--- config.mk ---
export PLATFORM = sky130hd
export DESIGN_NAME = jvm_insn_sequencer
export DESIGN_NICKNAME = d
export VERILOG_FILES = /design/src/rtl/jvm_insn_sequencer.sv
export SDC_FILE = /design/constraint.sdc
export NUM_CORES = 1
export LEC_CHECK = 0
export BUFFER_PORTS_ARGS = -buffer_cell sky130_fd_sc_hd__buf_2
export CORE_MARGIN = 10
export CORE_UTILIZATION = 45
export DETAILED_ROUTE_END_ITERATION = 7
export PLACE_DENSITY = 0.71
export SETUP_SLACK_MARGIN = 0.4
export SLEW_MARGIN = 10
export SYNTH_ARGS = -nofsm -noshare
export SYNTH_HDL_FRONTEND = slang
export SYNTH_SLANG_ARGS = --single-unit
export TNS_END_PERCENT = 30
--- constraint.sdc ---
create_clock -name clk -period 5.8 [get_ports clk]
set_input_delay 0.87 -clock clk [delete_from_list [all_inputs] [get_ports clk]]
set_output_delay 0.87 -clock clk [all_outputs]
set_load 0.02 [all_outputs]
--- src/rtl/jvm_insn_sequencer.sv ---
// JVM bytecode fetch/decode sequencer: looks up each opcode's operand count in an external ROM,
// gathers the operand bytes and hands the assembled instruction downstream.
module jvm_insn_sequencer #(
  parameter int unsigned PC_W    = 16,
  parameter int unsigned MAX_OPS = 4
) (
  input  logic                 clk,
  input  logic                 rst_n,
  input  logic [7:0]           in_byte,
  input  logic                 in_valid,
  output logic                 in_ready,
  output logic [7:0]           rom_opcode,
  input  logic [4:0]           rom_count,
  input  logic                 flush,
  input  logic [PC_W-1:0]      flush_pc,
  output logic                 out_valid,
  input  logic                 out_ready,
  output logic [7:0]           out_opcode,
  output logic [8*MAX_OPS-1:0] out_operands,
  output logic [4:0]           out_count,
  output logic [PC_W-1:0]      out_pc,
  output logic                 out_err
);

  localparam int unsigned OpW = 8 * MAX_OPS;

  typedef enum logic [1:0] {StIdle, StOper, StEmit} state_e;

  state_e          state_q;
  logic [PC_W-1:0] pc_q;
  logic [7:0]      opcode_q;
  logic [OpW-1:0]  operands_q;
  logic [4:0]      count_q;
  logic [4:0]      remaining_q;
  logic [PC_W-1:0] out_pc_q;
  logic            err_q;
  logic            valid_q;
  logic            in_fire;

  assign in_ready   = (state_q != StEmit);
  assign in_fire    = in_valid & in_ready;
  // The ROM sees the live byte while waiting for an opcode, the held opcode otherwise.
  assign rom_opcode = (state_q == StIdle) ? in_byte : opcode_q;

  assign out_valid    = valid_q;
  assign out_opcode   = opcode_q;
  assign out_operands = operands_q;
  assign out_count    = count_q;
  assign out_pc       = out_pc_q;
  assign out_err      = err_q;

  always_ff @(posedge clk or negedge rst_n) begin
    if (!rst_n) begin
      state_q     <= StIdle;
      pc_q        <= '0;
      opcode_q    <= '0;
      operands_q  <= '0;
      count_q     <= '0;
      remaining_q <= '0;
      out_pc_q    <= '0;
      err_q       <= 1'b0;
      valid_q     <= 1'b0;
    end else if (flush) begin
      // Redirect wins over any handshake; a byte offered this cycle is dropped.
      state_q <= StIdle;
      valid_q <= 1'b0;
      pc_q    <= flush_pc;
    end else begin
      unique case (state_q)
        StIdle: begin
          if (in_fire) begin
            opcode_q   <= in_byte;
            out_pc_q   <= pc_q;
            count_q    <= rom_count;
            operands_q <= '0;
            pc_q       <= pc_q + PC_W'(1);
            err_q      <= 1'b0;
            if (rom_count == 5'd0) begin
              state_q <= StEmit;
              valid_q <= 1'b1;
            end else if (rom_count > 5'(MAX_OPS)) begin
              // Switch-class opcode: flag it, leave its operand bytes in the stream.
              err_q   <= 1'b1;
              state_q <= StEmit;
              valid_q <= 1'b1;
            end else begin
              remaining_q <= rom_count;
              state_q     <= StOper;
            end
          end
        end
        StOper: begin
          if (in_fire) begin
            operands_q  <= (operands_q << 8) | OpW'(in_byte);
            remaining_q <= remaining_q - 5'd1;
            pc_q        <= pc_q + PC_W'(1);
            if (remaining_q == 5'd1) begin
              state_q <= StEmit;
              valid_q <= 1'b1;
            end
          end
        end
        StEmit: begin
          if (out_ready) begin
            state_q <= StIdle;
            valid_q <= 1'b0;
          end
        end
        default: state_q <= StIdle;
      endcase
    end
  end

endmodule
# ---- After elaboration in Yosys (flattened, before gate mapping)
# Index checks and enable logic that the tools add are counted.
dict set report totals {
  register_bits 86
  latch_bits 0
  mem_bits_rw 0
  romBits 0
  out_inout_bits 72
  wordCells 71
  mem_count 0
}
dict set report op_classes {
  add_sub_neg 2
  mul 0
  div 0
  magnitude_cmp 1
  n_eq_ne 13
  n_shift 0
  muxes 30
  n_bitwise 3
  n_reduce_logical 13
}
# operator n
set ops {}
lappend ops {{32-bit 2-to-1 mux} 2}
lappend ops {{32-bit one-hot mux with 2 select lines} 1}
lappend ops {{16-bit 2-to-1 mux} 3}
lappend ops {{32-bit by 8-bit bitwise OR with 32-bit output} 1}
lappend ops {{5-bit 2-to-1 mux} 4}
lappend ops {{16-bit by 1-bit adder with 16-bit output (second input constant)} 1}
lappend ops {{2-bit 2-to-1 mux} 7}
lappend ops {{3-bit inequality test (second input constant)} 4}
lappend ops {{6-bit AND reduction} 2}
lappend ops {{2-bit inequality test (second input constant)} 5}
lappend ops {{5-bit one-hot mux with 2 select lines} 1}
lappend ops {{1-bit 2-to-1 mux} 9}
lappend ops {{8-bit 2-to-1 mux} 1}
lappend ops {{4-bit AND reduction} 2}
lappend ops {{2-bit one-hot mux with 3 select lines} 1}
lappend ops {{2-bit nonzero test} 3}
lappend ops {{5-bit by 1-bit equality test with 1-bit output (second input constant)} 1}
lappend ops {{5-bit by 3-bit greater-than comparator with 1-bit output (second input constant)} 1}
lappend ops {{5-bit logical NOT} 1}
lappend ops {{5-bit by 1-bit subtractor with 5-bit output (second input constant)} 1}
lappend ops {{4-bit by 2-bit inequality test with 1-bit output (second input constant)} 1}
lappend ops {{4-bit nonzero test} 1}
lappend ops {{1-bit one-hot mux with 3 select lines} 1}
lappend ops {{3-bit AND reduction} 1}
lappend ops {{7 further kinds} 7}

# ---- Longest topological paths before layout
dict set report depth {
  word_depth 6
  mapped_depth 8
}

# ---- Worst setup path after synthesis
# OpenSTA, ideal clock, no wires.
dict set report synth_path {
  path_type {reg-to-output}
  from {register state_q[0]}
  to {output rom_opcode[0]}
  arrival_time_ps 1407
  t_required_ps 4930
  slack_ps 3523
  path_stages_with_launch 5
  cell_sequence {dfrtp_1 inv_1 ha_1 buf_1 mux2_2}
}
dict set report synth_between {
  elab_chain_len 2
}
# item line_no
set synth_rtl {}
lappend synth_rtl {{start, declared} 29} ;# state_e state_q;
lappend synth_rtl {{start signal, assigned} 54} ;# state_q <= StIdle;
lappend synth_rtl {{start signal, assigned} 65} ;# state_q <= StIdle;
lappend synth_rtl {{start signal, assigned} 79} ;# state_q <= StEmit;
lappend synth_rtl {{2-bit logical NOT} 43} ;# assign rom_opcode = (state_q == StIdle) ? in_byte : opcode_q;
lappend synth_rtl {{8-bit 2-to-1 mux} 43}
lappend synth_rtl {{end, declared} 12} ;# output logic [7:0] rom_opcode,
# Every way passes these cells.

# ---- Final worst setup path
dict set report layout_path {
  from {register state_q[0]}
  to {output rom_opcode[7]}
}
# The elaborated chain is that of the path after synthesis.

==> impl_results.md <==
* Outcome: complete, no violations
* Routing usage on met2 at 23.60%
* Comb pwr share at 35.8%
* Vias per cell at 5.335
* Wire length per cell at 17.28 um
* Yosys top cell by area: dfrtp_1
* Clock Pin Slew Worst Setup and Hold Paths at 90 ps
* Synth top area share at 57.43%
* Ys Warns at 0
* EDFF count, synth at 0
* Slew Limit Fails at 0
* Crit path DAT at 2030 ps
* Setup violators final at 0
* Design Area, Final at 0.004593 mm2
* Final Hold Violating Endpoints at 0
* First-pass GRT wire length at 15.04 mm
* Total number of vias at 2,774
* Vias in the first global route at 2,877
* Cell Rows at 33
* Max_slew headroom at 28.81%
* Final period utilization at 50.04%
* Final wirelength at 8.985 mm
* Sw Share at 37.71%
* Die ar. at 0.01238 mm2
* Antenna Nets Post-Route at 0
* Pin slew with the least headroom to its limit at 1068 ps
* Postcts setup bufs at 0
* Pwr Total at 1.986 mW
* Placed insts at 503
* Dpl cell area at 0.004355 mm2
* Mapped Avg Cell Area at 12.17 um2
* Final GP Congestion at 0.7872
* I/O pin count at 106
* Syn nets at 348
* Sw Pwr at 0.7490 mW
* Distinct cells, synth at 38
* Critical path capture point type: output pin
* Register area share after synthesis at 57.43%
* Insertion delay to the later sink of the worst-skew pair at 360 ps
* Die Ht at 111.3 um
* Setup TNS at 0 ps
* Post-cts resize count at 0
* Seq pwr share at 41.8%
* RR Startpoint: state_q[0]
* Placeable Area at 0.008175 mm2
* #FFs+latches synth at 86
* Hold crit path type: flip-flop to flip-flop
* Hold buffers post-CTS at 0
* Initial antenna violation count at 0
* Global route overflow at 0
* Synth top cells by count: dfrtp_1, mux2_2, a22o_1
* Clock buffer depth at 2
* Top post-synthesis cells by area: dfrtp_1, mux2_2, a22o_1
* Met1 Resource Use GR at 18.08%
* Share of layout cells above drive strength 1 at 39.76%
* GR Util met3 at 4.437%
* Most common cell in the netlist: dfrtp_1
* Leakage at 2.245 nW
* VDD IR-drop max at 0.2855 mV
* Worst clock skew at 8.703 ps
* Crit-path max FO at 15
* Cell Count, Final, Fillers Out at 520
* Total CTS buffers at 9
* Cells after Synth at 308
* I/O Buffers at 105
* Hpwl dp at 6.492 mm
* Largest net degree at the start of global routing at 87
* Power density over the cells at 432.4 mW/mm2
* Cell Chain, Critical Path: inv_1 > ha_1 > mux2_2 > buf_2
* Setup crit start kind: flip-flop
* TritonCTS clock tree: built
* CP max stage delay at 590 ps
* Root Buffer: clkbuf_8
* Die Wd at 111.3 um
* CP Launch Point: state_q[0]
* Critical setup path kind: flip-flop to output pin
* Dpl ws at 2553 ps
* Ant diodes at 0
* Fin worst setup slack at 2898 ps
* Ys flop type: dfrtp_1
* F_max at 0.3446 GHz
* Total track usage at 14.56%
* Grt peak-use layer: met2
* # DRC at 0
* Fin crit period at 2902 ps
* Layout Nets at 450
* Clock sinks at 86
* Internal power at 1.237 mW
* Clk pwr share at 22.4%
* Cell Area, Synth at 0.003747 mm2
* CP max-delay cell: ha_1
* # Max-Cap Violations at 0
* 1st-pass router iterations at 4
* Initial Utilization at 45.84%
* RSZ-0062 raised after global routing: false
* Initial DRC Count at 77
* Worst Path Required at 4930 ps
* Area Overhead vs Synth at 22.57%
* Hold Startpoint: out_operands[31]
* H-tree depth at 3
* Ys async rst share at 100.0%
## worst paths after layout
check                      cells past startpoint  slack [ps]               end
max                                            4        2900     rom_opcode[7]
min                                            1         510  out_operands[31]
max reg2reg                                    5        3180  out_operands[13]
min reg2reg                                    1         510  out_operands[31]
max in group asynchronous                      1        4420           pc_q[2]
min in group asynchronous                      1         710      out_count[4]
## per-stage QoR
stage,utilization [%],hold slack (ps)
final,56.18,505.3
after global routing,56.18,531.0
after CTS,55.85,511.1
after detailed placement,53.28,489.4
after global placement,53.28,485.5
after floorplan,-,488.4
## registers in the layout, summed over array words and instances, names as in the netlist
| name | count |
|---|---|
| remaining_q | 5 |
| out_pc | 16 |
| out_count | 5 |
| state_q | 2 |
| out_opcode | 8 |
| out_err | 1 |
| out_operands | 32 |
| out_valid | 1 |
| pc_q | 16 |
## cell usage in the layout, fill, tap and decap left out, drive strengths merged, types with 2 or more instances in the layout
cell,instances
a22o,34
nor4,3
inv,12
ha,6
o21ai,25
and3,2
nor2b,2
mux2i,2
mux2,37
nand2b,2
clkbuf,9
nor3,7
nand4,3
xnor2,3
buf,107
a21oi,2
nand3,9
xor2,12
nor2,9
dfrtp,86
nand2,27
## metal layers
layer	vias to the layer above	routed length [um]	part of all wire [%]
met3	11	361	4.0
met5	-	0	0
met1	1386	3971	44
met2	55	4506	50
met4	0	146	1.6
li1	1322	-	-
## critical path: cells and delay by family, from the launching register on
kind                       cells  cell delay [ps]
buffers and inverters          2              250
adders and majority gates      1              590
muxes                          1              420
DFF                            1              410
## power groups by stage
stage | Combinational (mW) | Sequential, mW | Clock, mW
2_1_floorplan | 0.339 | 0.972 | 0
3_3_place_gp | 0.704 | 0.838 | 0
3_5_place_dp | 0.717 | 0.843 | 0
4_1_cts | 0.720 | 0.831 | 0.455
5_1_grt | 0.769 | 0.851 | 0.483
6_report | 0.710 | 0.830 | 0.446
## cell type report
type	instances	area, um2
multi-input cells	199	1510
fillers	706	3582
clock inverters	7	86.33
flip-flops and latches	86	2152
clock buffers	9	123.9
repair buffers	107	563.0
inverters	7	26.28
well taps	105	131.4
## logic make-up after synthesis
logic type	Yosys count	synth area share, %
xor+xnor	15	3.506
fa+ha+maj	6	2.003
compound gates	70	13.72
buf+inv	23	2.437
mux	39	11.65
flops	86	57.43
simple gates	69	9.249
Power figures use the tool's default switching activity.
